`src/rtl/hconv_seq_ctrl.sv`:
```
// ---------------------------------------------------------------------------
// hconv_seq_ctrl
//
// Sequencer for a free-running horizontal Gaussian convolver. It takes a
// valid/ready pixel stream from the frame reader and counts the columns and
// rows of the frame. It feeds the convolver pixel input, and it drives the
// buffer-clear and the left-edge row-end mask. It also tags the convolver
// output with a valid strobe that is delayed by the fixed pipeline latency.
//
// Frame sequence: IDLE -> CLEAR -> (ROW -> HBLK) x IM_H -> DRAIN -> IDLE.
//
// Parameters
//   IM_W  pixels per row (must equal the convolver row length)
//   IM_H  rows per frame
//   HKER  kernel taps; the row-end mask is HKER-1 bits wide
//   LAT   convolver latency, from c_hin sample to the matching c_hout
//   HBLK  zero-filled flush cycles inserted after every row
//
// Ports
//   clk        rising-edge clock
//   hres       synchronous active-high reset
//   start      single-cycle pulse; opens a frame when idle, ignored otherwise
//   s_data     upstream pixel
//   s_valid    upstream pixel valid
//   s_ready    a pixel is consumed this cycle (ROW state)
//   c_hin      convolver pixel input (zero outside accepted ROW cycles)
//   c_hclr     convolver buffer clear (CLEAR state only)
//   c_hrowend  convolver row-end mask, bit j set when col > j in ROW
//   c_hout     convolver output
//   m_data     filtered pixel (c_hout passed through)
//   m_valid    m_data corresponds to an accepted pixel
//   busy       state is not IDLE
//   frame_done one-cycle pulse on return to IDLE at the end of a frame
//   underrun   sticky; set by a ROW cycle without s_valid, cleared by
//              hres or an accepted start
// ---------------------------------------------------------------------------
module hconv_seq_ctrl #(
    parameter int IM_W = 520,
    parameter int IM_H = 520,
    parameter int HKER = 3,
    parameter int LAT  = 1043,
    parameter int HBLK = 4
) (
    input  logic            clk,
    input  logic            hres,
    input  logic            start,
    input  logic [15:0]     s_data,
    input  logic            s_valid,
    output logic            s_ready,
    output logic [15:0]     c_hin,
    output logic            c_hclr,
    output logic [HKER-2:0] c_hrowend,
    input  logic [15:0]     c_hout,
    output logic [15:0]     m_data,
    output logic            m_valid,
    output logic            busy,
    output logic            frame_done,
    output logic            underrun
);

    localparam int CW   = (IM_W > 1) ? $clog2(IM_W) : 1;
    localparam int RW   = (IM_H > 1) ? $clog2(IM_H) : 1;
    localparam int TMAX = (LAT > HBLK) ? LAT : HBLK;
    localparam int TW   = (TMAX > 1) ? $clog2(TMAX) : 1;

    localparam logic [CW-1:0] LAST_COL  = CW'(IM_W - 1);
    localparam logic [RW-1:0] LAST_ROW  = RW'(IM_H - 1);
    localparam logic [TW-1:0] LAST_BLK  = TW'(HBLK - 1);
    localparam logic [TW-1:0] LAST_DRN  = TW'(LAT - 1);

    typedef enum logic [2:0] {
        ST_IDLE,
        ST_CLEAR,
        ST_ROW,
        ST_HBLK,
        ST_DRAIN
    } state_t;

    state_t           state_q, state_d;
    logic [CW-1:0]    col_q, col_d;
    logic [RW-1:0]    row_q, row_d;
    // One timer serves both the HBLK gap and the DRAIN period; the two
    // never overlap and the timer is re-zeroed on every entry.
    logic [TW-1:0]    tmr_q, tmr_d;
    logic             done_q, done_d;
    logic             underrun_q, underrun_d;
    logic [LAT-1:0]   vld_sr_q, vld_sr_d;
    logic             vld_in;

    // -----------------------------------------------------------------------
    // State register and datapath flops
    // -----------------------------------------------------------------------
    always_ff @(posedge clk) begin
        if (hres) begin
            state_q    <= ST_IDLE;
            col_q      <= '0;
            row_q      <= '0;
            tmr_q      <= '0;
            done_q     <= 1'b0;
            underrun_q <= 1'b0;
            vld_sr_q   <= '0;
        end else begin
            state_q    <= state_d;
            col_q      <= col_d;
            row_q      <= row_d;
            tmr_q      <= tmr_d;
            done_q     <= done_d;
            underrun_q <= underrun_d;
            vld_sr_q   <= vld_sr_d;
        end
    end

    // -----------------------------------------------------------------------
    // Next-state and counter logic
    // -----------------------------------------------------------------------
    always_comb begin
        state_d    = state_q;
        col_d      = col_q;
        row_d      = row_q;
        tmr_d      = tmr_q;
        done_d     = 1'b0;
        underrun_d = underrun_q;

        unique case (state_q)
            ST_IDLE: begin
                if (start) begin
                    state_d    = ST_CLEAR;
                    col_d      = '0;
                    row_d      = '0;
                    tmr_d      = '0;
                    underrun_d = 1'b0;
                end
            end

            ST_CLEAR: begin
                state_d = ST_ROW;
                col_d   = '0;
            end

            ST_ROW: begin
                // The convolver cannot stall, so a missing pixel still
                // consumes its column slot as a zero.
                if (!s_valid) begin
                    underrun_d = 1'b1;
                end
                if (col_q == LAST_COL) begin
                    col_d   = '0;
                    tmr_d   = '0;
                    state_d = ST_HBLK;
                end else begin
                    col_d = col_q + 1'b1;
                end
            end

            ST_HBLK: begin
                if (tmr_q == LAST_BLK) begin
                    tmr_d = '0;
                    if (row_q != LAST_ROW) begin
                        row_d   = row_q + 1'b1;
                        state_d = ST_ROW;
                    end else begin
                        state_d = ST_DRAIN;
                    end
                end else begin
                    tmr_d = tmr_q + 1'b1;
                end
            end

            ST_DRAIN: begin
                if (tmr_q == LAST_DRN) begin
                    tmr_d   = '0;
                    done_d  = 1'b1;
                    state_d = ST_IDLE;
                end else begin
                    tmr_d = tmr_q + 1'b1;
                end
            end

            default: begin
                state_d = ST_IDLE;
            end
        endcase
    end

    // -----------------------------------------------------------------------
    // Valid tagging: accepted pixels ride a LAT-deep shift register so that
    // the tail lines up with the matching convolver output.
    // -----------------------------------------------------------------------
    always_comb begin
        vld_in = (state_q == ST_ROW) && s_valid;
        if (LAT > 1) begin
            vld_sr_d = {vld_sr_q[LAT-2:0], vld_in};
        end else begin
            vld_sr_d = LAT'(vld_in);
        end
    end

    // -----------------------------------------------------------------------
    // Outputs
    // -----------------------------------------------------------------------
    always_comb begin
        s_ready    = (state_q == ST_ROW);
        c_hin      = ((state_q == ST_ROW) && s_valid) ? s_data : '0;
        c_hclr     = (state_q == ST_CLEAR);
        busy       = (state_q != ST_IDLE);
        m_valid    = vld_sr_q[LAT-1];
        m_data     = c_hout;
        frame_done = done_q;
        underrun   = underrun_q;

        // Tap j reaches back j+1 pixels; it is only meaningful once that many
        // pixels of the current row have entered, which zero-pads the left edge.
        c_hrowend = '0;
        for (int unsigned j = 0; j < HKER - 1; j++) begin
            c_hrowend[j] = (state_q == ST_ROW) && (32'(col_q) > j);
        end
    end

endmodule

```
`config.mk`:
```
export PLATFORM = sky130hd
export DESIGN_NAME = hconv_seq_ctrl
export DESIGN_NICKNAME = d
export VERILOG_FILES = /design/src/rtl/hconv_seq_ctrl.sv
export SDC_FILE = /design/constraint.sdc
export NUM_CORES = 1
export LEC_CHECK = 0
export CORE_UTILIZATION = 50
export DETAILED_ROUTE_END_ITERATION = 8
export MAX_ROUTING_LAYER = met4
export PLACE_DENSITY = 0.67
export REMOVE_ABC_BUFFERS = 1
export SYNTH_ARGS = -nofsm -noshare
export SYNTH_HDL_FRONTEND = slang
export SYNTH_SLANG_ARGS = --single-unit
```
`constraint.sdc`:
```
create_clock -name clk -period 2.26 [get_ports clk]
set_input_delay 0.452 -clock clk [delete_from_list [all_inputs] [get_ports clk]]
set_output_delay 0.452 -clock clk [all_outputs]
set_load 0.005 [all_outputs]
```
# Yosys cells after proc, flatten, opt, wreduce, memory -nomap -nowiden
# Cells that the tools add are included.
[op_classes]
n_mux = 22
addsub = 3
reduce_logical = 15
eq_ne = 14
magnitude_cmp = 2
n_bitwise = 1
[op_table]
columns = ["operator", "count"]
rows = [
  ["11-bit two-way mux", 4],
  ["11-bit one-hot mux with 4 select lines", 1],
  ["10-bit two-way mux", 4],
  ["10-bit one-hot mux with 3 select lines", 1],
  ["10-bit by 1-bit adder with 10-bit output (second input constant)", 2],
  ["10-bit by 1-bit > comparator with 1-bit output (second input constant)", 2],
  ["10-bit one-hot mux with 2 select lines", 1],
  ["16-bit two-way mux", 1],
  ["3-bit two-way mux", 5],
  ["3-bit one-hot mux with 5 select lines", 1],
  ["11-bit by 1-bit adder with 11-bit output (second input constant)", 1],
  ["11-bit == test (second input constant)", 1],
  ["11-bit by 2-bit == test with 1-bit output (second input constant)", 1],
  ["10-bit == test (second input constant)", 1],
  ["10-bit inequality test (second input constant)", 1],
  ["2-bit inequality test (second input constant)", 5],
  ["4-bit AND reduction", 2],
  ["3-bit by 2-bit == test with 1-bit output (second input constant)", 2],
  ["3-bit AND reduction", 2],
  ["3-bit nonzero test", 2],
  ["2-bit nonzero test", 2],
  ["4-bit nonzero test", 1],
  ["3-bit by 1-bit == test with 1-bit output (second input constant)", 1],
  ["3-bit == test (second input constant)", 1],
  ["other kinds (8)", 12],
]
[totals]
in_bits = 36
reg_bits = 1079

# Depth between registers and ports, before layout
[logic_depth]
word_depth = 4
depth_mapped = 8
ltp_nobuf = 7

# Worst setup path after synthesis
# No wires, ideal clock.
[synth_timing]
path_type = "reg-to-output"
from = "register state_q[0]"
to = "output port c_hrowend[0]"
t_arrival_ns = 1.436
slack_ns = 0.372
stages_incl_launch_ff = 7
path_cell_list = "dfxtp_1 > buf_6 > nand2b_1 > nor2_1 > clkbuf_1 > clkbuf_1 > a21boi_0"
[synth_between]
elab_chain_len = 2
[synth_rtl]
columns = ["item", "line", "text"]
rows = [
  ["from (decl)", "79", "state_t state_q, state_d;"],
  ["from (signal assigned)", "103", "state_q <= state_d;"],
  ["3-bit by 2-bit == test with 1-bit output", "--", ""],
  ["via s_ready", "49", "output logic s_ready,"],
  ["1-bit logical AND", "215", "c_hrowend[j] = (state_q == ST_ROW) && (32'(col_q) > j);"],
  ["to (decl)", "52", "output logic [HKER-2:0] c_hrowend,"],
]
# The timed path passes the listed nets, and every way through them passes these cells.

# Final worst setup path
[layout_timing]
from = "register col_q[8]"
to = "output port c_hrowend[1]"
[layout_between]
elab_chain_len = 2
[layout_rtl]
columns = ["item", "line", "text"]
rows = [
  ["from (decl)", "80", "logic [CW-1:0] col_q, col_d;"],
  ["from (signal assigned)", "104", "col_q <= col_d;"],
  ["10-bit by 1-bit > comparator with 1-bit output", "215", ""],
  ["1-bit logical AND", "215", ""],
]
# Every way passes these cells.

==> impl_metrics.py <==
metrics = {
    "sta": {
        "hold_viol_final": 0,
        "setup_ws_ns": -0.04641,
        "fin_crit_sh_pct": 102.1,
        "fin_worst_skew_ns": 0.02075,
        "tightest_slew_ns": 0.6982,
        "finalSetupViolations": 1,
        "holdWs_ns": 0.2841,
        "min_period_ns": 2.306,
        "rsz0062_at_grt": "yes",
        "relSlewSlack_pct": 53.46,
        "timing.fmax_ghz": 0.4336,
        "maxSlewViolCount": 0,
    },
    "worst_setup_path": {
        "critical_path.slowest_cell": "dfxtp_4",
        "r2r_slack_ns": 0.29,
        "r2r-start": "tmr_q[7]",
        "worstPathRequired_ns": 1.81,
        "critical_path_class": "reg2out",
        "max_stage_delay_ns": 0.35,
        "reg2reg_to": "tmr_q[6]",
        "endpoint_kind": "primary output",
        "r2r_cells": 5,
        "cp.arrival_ns": 1.85,
        "path_cells": "nor4_4 > nand2_1 > nor3_2 > o21ai_1 > and2_1 > buf_2",
        "crit_fanout": 2,
        "startpoint_type": "flop",
    },
    "place": {
        "routabilityCongestion": 0.7227,
        "dpl_cell_area_um2": 31130,
        "io_buffers": 43,
        "place_ws_ns": -0.07207,
        "dp_hpwl_mm": 18.29,
    },
    "logic_synthesis": {
        "synth.distinct_cells": 53,
        "yosysWarnings": 0,
        "yosysMostFrequentCell": "dfxtp_1",
        "synth_seq_area_share_pct": 71.79,
        "synth.top_cells.by_count": "dfxtp_1, nor2b_1, clkbuf_1, nor2_1, and3_1",
        "synth.top_cell.area_share_pct": 71.79,
        "synth_area_um2": 30090,
        "syn_area_per_cell_um2": 12.22,
        "synthFlopType": "dfxtp_1",
        "synth_seq_cells": 1079,
        "ys_async_sr_fraction_pct": 0,
        "synth_top_cell_by_area": "dfxtp_1",
        "ys_top_cells_by_area": "dfxtp_1, nor2b_1, clkbuf_1",
        "synth_edf_count": 0,
        "syn_inst": 2463,
    },
    "drt": {
        "vias": 14540,
        "ant_nets": 0,
        "vias_per_cell": 4.330,
        "post_drt_wl_per_cell_um": 11.30,
        "drtIter0Drc": 592,
        "drc": 0,
        "first_pass_iters": 4,
        "drt-total-wl_mm": 37.93,
    },
    "power": {
        "seqPwrFrac_pct": 51.6,
        "p_leak_nw": 13.71,
        "p_per_area_nw_per_um2": 1061,
        "p_sw_w": 0.007354,
        "swShare_pct": 19.92,
        "p_comb_share_pct": 1.8,
        "peakVddDrop_mv": 0.6500,
        "internal_power_w": 0.02956,
        "p_clk_share_pct": 46.6,
    },
    "finish": {
        "seq_area_um2": 21610,
        "utilization_pct": 58.74,
        "drive_above_1_share_pct": 10.29,
        "syn_to_final_growth_pct": 15.65,
        "fill_cells": 4665,
        "nets": 2540,
        "antenna_cells": 0,
        "multi_input_area_um2": 7914,
        "design_area_um2": 34800,
    },
    "cts": {
        "h-tree-depth": 3,
        "tritoncts": "done",
        "cts_root_buf": "clkbuf_16",
        "cts_sinks": 1079,
        "numCtsBuffers": 101,
        "clkTransAtPathRegs_ns": 0.06,
        "max-clock-path-buffers": 3,
        "clk_latency_ns": 0.63,
    },
    "hold_path": {
        "hold_path.class": "in2reg",
        "min_path_cells": 3,
        "min_to": "vld_sr_q[213]",
        "min-delay-start": "hres",
    },
    "job": {
        "cap_viol_max_count": 0,
    },
    "die": {
        "ios": 76,
        "die_area_um2": 61160,
        "initial_core_util_pct": 50.79,
        "row_count": 89,
        "fp.dieH_um": 247.3,
        "die_w_um": 247.3,
        "core-area_um2": 59240,
    },
    "run_status": {
        "outcome": "complete, but fails checks",
        "violations": "setup timing",
    },
    "global_route": {
        "grt_max_degree": 179,
        "antenna_found_initial": 0,
        "grt_pass1_vias": 14690,
        "grt.total_usage_pct": 13.40,
        "grt-ovfl-total": 0,
        "grt_pass1_wl_mm": 67.56,
    },
}
-- how the worst max path moves through the flow --
| stage | start | endpoint | slack, ns |
|---|---|---|---|
| finish | col_q[8] | c_hrowend[1] | -0.05 |
| global route | col_q[6] | c_hrowend[1] | -0.17 |
| CTS | col_q[8] | c_hrowend[1] | -0.18 |
| detailed placement | s_valid | c_hin[10] | -0.07 |
| global placement | s_valid | c_hin[10] | -0.02 |
| floorplan | state_q[1] | c_hrowend[0] | 0.30 |
-- metal layers --
metal	vias up	global-route usage, %	wire length [µm]
li1	7595	-	-
met1	6649	18.17	20130
met2	205	18.73	15020
met3	87	3.820	1780
met4	0	5.413	998
met5	-	-	0
-- cell usage in the layout (no fill, tap or decap), types with 3 or more instances in the layout --
cell type and instances:
a21oi_1 6, a31oi_1 5, and2_1 3, and3_1 17
and3_4 7, buf_12 8, buf_2 9, buf_4 14
buf_6 17, bufinv_16 8, clkbuf_1 10, clkbuf_16 105
clkbuf_8 27, clkdlybuf4s50_1 21, clkinv_2 30, clkinvlp_4 6
dfxtp_1 1073, dfxtp_2 4, ha_1 7, inv_1 3
nand2_1 12, nand3_1 10, nand4_1 9, nor2_1 31
nor2_2 4, nor2b_1 1043, nor3_1 6, nor4_1 3
nor4b_1 3, o21ai_0 6, o21ai_1 9, or3_1 3
xnor2_1 11, xor2_1 7
-- power by group through the flow --
stage,sequential (W),clock [W],combinational (W)
final,0.0190,0.0172,0.000668
after global routing,0.0190,0.0185,0.000748
after CTS,0.0190,0.0177,0.000664
after detailed placement,0.0195,0,0.000627
after global placement,0.0195,0,0.000609
after floorplan,0.0195,0,0.000171
-- final cells by class --
type / count / area share (%)
clock buffers: 142 / 8.727
clock inverters: 48 / 1.395
inverters: 3 / 0.03236
multi-input cells: 1237 / 22.74
flip-flops and latches: 1079 / 62.11
well taps: 773 / 2.779
repair buffers: 75 / 2.211
-- logic make-up after synthesis --
group                    Yosys count  synth area share (%)
AND/OR/NAND/NOR                 1171                 24.23
flip-flops                      1079                 71.79
buffers and inverters            147                 2.100
AO/OA/AOI/OAI                     38                0.9607
XOR/XNOR                          18                0.5240
adder cells (fa/ha/maj)            7                0.2911
multiplexers                       3                0.1040
-- critical path: cells and delay by family, from the launching register on --
family | cells | cell delay [ns]
flip-flops | 1 | 0.35
AND/OR/NAND/NOR | 4 | 0.66
AO/OA/AOI/OAI | 1 | 0.10
buffers and inverters | 1 | 0.12
-- state kept, by name (all words and copies together), names as in the netlist --
register and flops:
tmr_q 11, underrun 1, col_q 10, state_q 3, vld_sr_q 1043, frame_done 1
row_q 10
-- through the flow --
stage               total power (W)  cells  setup TNS, ns
finish                      0.03691   3357       -0.04641
global placement            0.02008   3156        -0.1347
CTS                         0.03737   3356        -0.4364
detailed placement          0.02010   3156        -0.9754
floorplan                   0.01965   2319              0
global route                0.03829   3357        -0.4962
-- what timing repair did --
item | 4_1_cts | 5_1_grt
cloned | 2 | 0
hold buffers | 0 | 0
gates resized for setup | 91 | 23
pin swaps | 6 | 4
buffers inserted | 8 | 1
endpoints found under the setup margin | 21 | 19
Note: power is estimated with default switching activity, not from simulation.
==> variant 1: new RTL, same settings <==
Set the parameter `LAT` to 521 (it was 1043).
--- a/src/rtl/hconv_seq_ctrl.sv
+++ b/src/rtl/hconv_seq_ctrl.sv
@@ -38,7 +38,7 @@
     parameter int IM_W = 520,
     parameter int IM_H = 520,
     parameter int HKER = 3,
-    parameter int LAT  = 1043,
+    parameter int LAT  = 521,
     parameter int HBLK = 4
 ) (
     input  logic            clk,
Function: same outputs for any inputs over 10 cycles, from zero or initial values; that may be too few to reach the edited logic, so the function may still have changed.
==> variant 1 against the original RTL <==
The flow still finishes with violations (setup timing); setup slack worse by 0.12 ns; wire length is 45% lower; die area is 46% lower; highest routed layer unchanged; final area is 46% lower; critical endpoint unchanged; area after synthesis is 47% lower; sequential share of layout area is 2.7 points lower; register-to-register slack worse by 0.16 ns; largest power group unchanged; largest cell class unchanged; sequential cell count is 523 lower; power is 49% lower; final cell count is 45% lower; clock power is 50% lower; critical path type unchanged.
==> variant 1: results (changes against the original RTL) <==
[routing]
avgViaCountPerCell=4.47  ; was 4.33
met3_length_um=1070  ; was 1780 um
drt-met1-wl_um=11300  ; was 20100 um
wl_per_cell_um=11.2  ; was 11.3 um
drtPass1Iterations=4  ; unchanged
wl_met2_um=8130  ; was 15000 um

[grt]
grt_max_degree=82  ; was 179
grt_usage_pct=13.6  ; was 13.4%
met3_usage_pct=3.85  ; was 3.82%
grtUsageMet2_pct=18.6  ; was 18.7%
grt_first_pass_wirelength_um=37000  ; was 67600 um
gr-usage-met1_pct=18.9  ; was 18.2%
first_global_vias=7965  ; was 14700

[finish]
largest-register=vld_sr_q  ; unchanged
drive_gt1_share_pct=11.0  ; was 10.3%
n_fill_cell=2565  ; was 4665
nets=1460  ; was 2540
largest_reg_flops=521  ; was 1043

[yosys]
synth_cell_type_count=49  ; was 53
synth-compound-area-share_pct=2.19  ; was 0.961%
ys_seq_area_share_pct=69.3  ; was 71.8%
synth_commonest_cells=556 x dfxtp_1, 522 x nor2b_1, 67 x clkbuf_1, 28 x nor2_1, 20 x and3_1  ; was 1079 x dfxtp_1, 1043 x nor2b_1, 119 x clkbuf_1, 32 x nor2_1, 24 x and3_1
ys_top_cells_by_area=dfxtp_1 69%, nor2b_1 20%, clkbuf_1 1.6%, and3_1 0.78%, buf_4 0.75%  ; was dfxtp_1 72%, nor2b_1 22%, clkbuf_1 1.5%, and3_1 0.50%, buf_4 0.45%
synth_mux_area_share_pct=0.187  ; was 0.104%
yosys.area_share.xor_xnor_pct=0.545  ; was 0.524%
synth_fa_ha_area_share_pct=0.545  ; was 0.291%

[cts]
cts_buffers=52  ; was 101
clkLatencyLatePin_ns=0.54  ; was 0.63 ns
cts.htree.levels=2  ; was 3

[sta]
clock_skew_ns=0.0135  ; was 0.0207 ns
worst_slack_ns=-0.170  ; was -0.0464 ns
setup_violations=2  ; was 1

[power_and_ir_drop]
comb_power_mw=0.372  ; was 0.668 mW
peakVddDrop_mv=0.525  ; was 0.650 mV
p_int_mw=15.1  ; was 29.6 mW
p_leak_nw=7.45  ; was 13.7 nW

[worst_setup_path]
worst_ep_arrival_time_ns=1.98  ; was 1.85 ns
reg2reg_slack_ns=0.13  ; was 0.29 ns

[place]
place.gp.congestion=0.741  ; was 0.723
dp_hpwl_um=10500  ; was 18300 um
dp_slack_ns=-0.0762  ; was -0.0721 ns

[min_path]
hold_path_class=primary input to register  ; unchanged

[run_status]
status=finished, violations left  ; unchanged
violations=setup timing  ; unchanged

-- variant 1: cell count changes in the layout (fill, tap and decap cells not counted), sizes merged, moves of 6 or more --
cell    change
xnor2       -8
clkinv     -22
nand3       +7
nor2        -9
clkbuf     -53
nor2b     -521
o31ai       +6
dfxtp     -523
a21oi       +8
or4         +6
-- variant 1: layout make-up --
type | count | area share, %
sequential | 556 | 59.4
multi-input combinational | 716 | 24.4
clock buffer | 76 | 8.13
timing repair buffer | 84 | 4.13
tap | 402 | 2.68
clock inverter | 16 | 1.07
inverter | 7 | 0.140
-- variant 1: critical path, stage by stage (launching register included) --
cell	delay, ns
dfxtp_1	0.31
or4_4	0.55
nor4_4	0.19
o21ai_1	0.11
and2_1	0.15
buf_2	0.12
-- variant 1: repair_timing --
action	4_1_cts	5_1_grt
pin swaps	4	4
gates cloned	1	0
resized for setup	49	37
buffers inserted	7	1
endpoints found under the setup margin	21	17
-- variant 1: path summary, 6_finish.rpt --
kind,startpoint,end,cells after the start
worst max-delay path,col_q[3]$_SDFFE_PP0P_,c_hrowend[1],5
worst min register to register,vld_sr_q[310]$_SDFF_PP0_,vld_sr_q[311]$_SDFF_PP0_,1
worst min-delay path,hres,vld_sr_q[379]$_SDFF_PP0_,2
worst max register to register,col_q[3]$_SDFFE_PP0P_,tmr_q[7]$_SDFFE_PP0P_,6
-- variant 1: metrics by stage --
stage | cells | hold WS [ns] | instance area (um^2) | util [%]
floorplan | 1279 | 0.414 | 15700 | -
global placement | 1756 | 0.417 | 17000 | 53.7
detailed placement | 1756 | 0.420 | 17000 | 53.7
CTS | 1856 | 0.237 | 18800 | 59.5
global route | 1857 | 0.255 | 18700 | 59.4
finish | 1857 | 0.255 | 18700 | 59.4
==> variant 2: new RTL, same settings <==
Without the edit above. Re-encode `state_t` (5 states) as Gray code, 3 bits wide.
--- a/src/rtl/hconv_seq_ctrl.sv
+++ b/src/rtl/hconv_seq_ctrl.sv
@@ -69,11 +69,11 @@
     localparam logic [TW-1:0] LAST_DRN  = TW'(LAT - 1);
 
     typedef enum logic [2:0] {
-        ST_IDLE,
-        ST_CLEAR,
-        ST_ROW,
-        ST_HBLK,
-        ST_DRAIN
+        ST_IDLE  = 3'b000,
+        ST_CLEAR = 3'b001,
+        ST_ROW   = 3'b011,
+        ST_HBLK  = 3'b010,
+        ST_DRAIN = 3'b110
     } state_t;
 
     state_t           state_q, state_d;
Check against the original RTL: no difference found for any inputs over 10 cycles, from zero or initial values; not proved beyond that.
==> variant 2 against the original RTL <==
The flow finishes with violations (DRC, setup timing); final area grew 0.20%; power shrank 0.61%; area after synthesis is essentially flat; count of clock-buffer cells in the layout grew 8; final cell count grew 0.80%; global-route usage grew 0.26 points; wire length grew 2.7%; setup slack gained 0.020 ns; sequential cell count is the same; critical path type unchanged.
==> variant 2: results (changes against the original RTL) <==
[worst_setup_path]
crit_fanout=4  ; was 2
critPathTopFamily=buffers and inverters  ; was simple AND/OR/NAND/NOR gates
reg2reg_from=col_q[0]$_SDFFE_PP0P_  ; was tmr_q[7]$_SDFFE_PP0P_
worst_ep_arrival_time_ns=1.83  ; was 1.85 ns
reg2reg_depth=8  ; was 5

[yosys]
ys_top_cells_by_area=dfxtp_1 72%, nor2b_1 22%, clkbuf_1 1.5%, nor2_1 0.45%, buf_4 0.42%  ; was dfxtp_1 72%, nor2b_1 22%, clkbuf_1 1.5%, and3_1 0.50%, buf_4 0.45%
yosys.area_share.xor_xnor_pct=0.553  ; was 0.524%
ys_seq_area_share_pct=71.8  ; about the same
synth_mux_area_share_pct=0.0999  ; was 0.104%

[grt]
grt_first_pass_wirelength_um=68500  ; was 67600 um
grt_usage_pct=13.7  ; was 13.4%
first_global_vias=14800  ; was 14700
grt_max_degree=116  ; was 179

[run_status]
status=finished, violations left  ; unchanged
violations=DRC, setup timing  ; was setup timing

[routing]
avgViaCountPerCell=4.33  ; about the same
drtIter0Drc=550  ; was 592
drt_drc_violations_left=2  ; was 0
drt-met1-wl_um=20200  ; was 20100 um

[sta]
clock_skew_ns=0.0139  ; was 0.0207 ns
setup_violations=3  ; was 1
finalCritPeriodShare_pct=101  ; was 102%
fin_setup_tns_ns=-0.0643  ; was -0.0464 ns
worst_slack_ns=-0.0265  ; was -0.0464 ns

[place]
dp_hpwl_um=19600  ; was 18300 um
dp_slack_ns=-0.0781  ; was -0.0721 ns

[power_and_ir_drop]
p_leak_nw=13.7  ; about the same
p_int_mw=29.6  ; about the same

==> variant 2: layout make-up <==
class / count / area (um^2)
clock buffer: 150 / 3050
clock inverter: 29 / 383
fill: 4697 / 24400
inverter: 9 / 38.8
multi-input combinational: 1248 / 7880
sequential: 1079 / 21600
tap: 773 / 967
timing repair buffer: 94 / 920
timing repair inverter: 2 / 15.0
==> variant 2: power groups by stage <==
| stage | clock, mW | combinational (mW) | sequential, mW |
|---|---|---|---|
| 3_5_place_dp | 0 | 0.630 | 19.5 |
| 3_3_place_gp | 0 | 0.611 | 19.5 |
| 4_1_cts | 17.5 | 0.663 | 19.0 |
| 5_1_grt | 18.3 | 0.754 | 19.0 |
| 6_report | 17.0 | 0.680 | 19.0 |
| 2_1_floorplan | 0 | 0.155 | 19.5 |
==> variant 2: repair_timing <==
item / 4_1_cts / 5_1_grt
cloned: 2 / 0
pin swaps: 1 / 3
endpoints found under the setup margin: 21 / 22
resized for setup: 78 / 27
setup buffers: 9 / 3
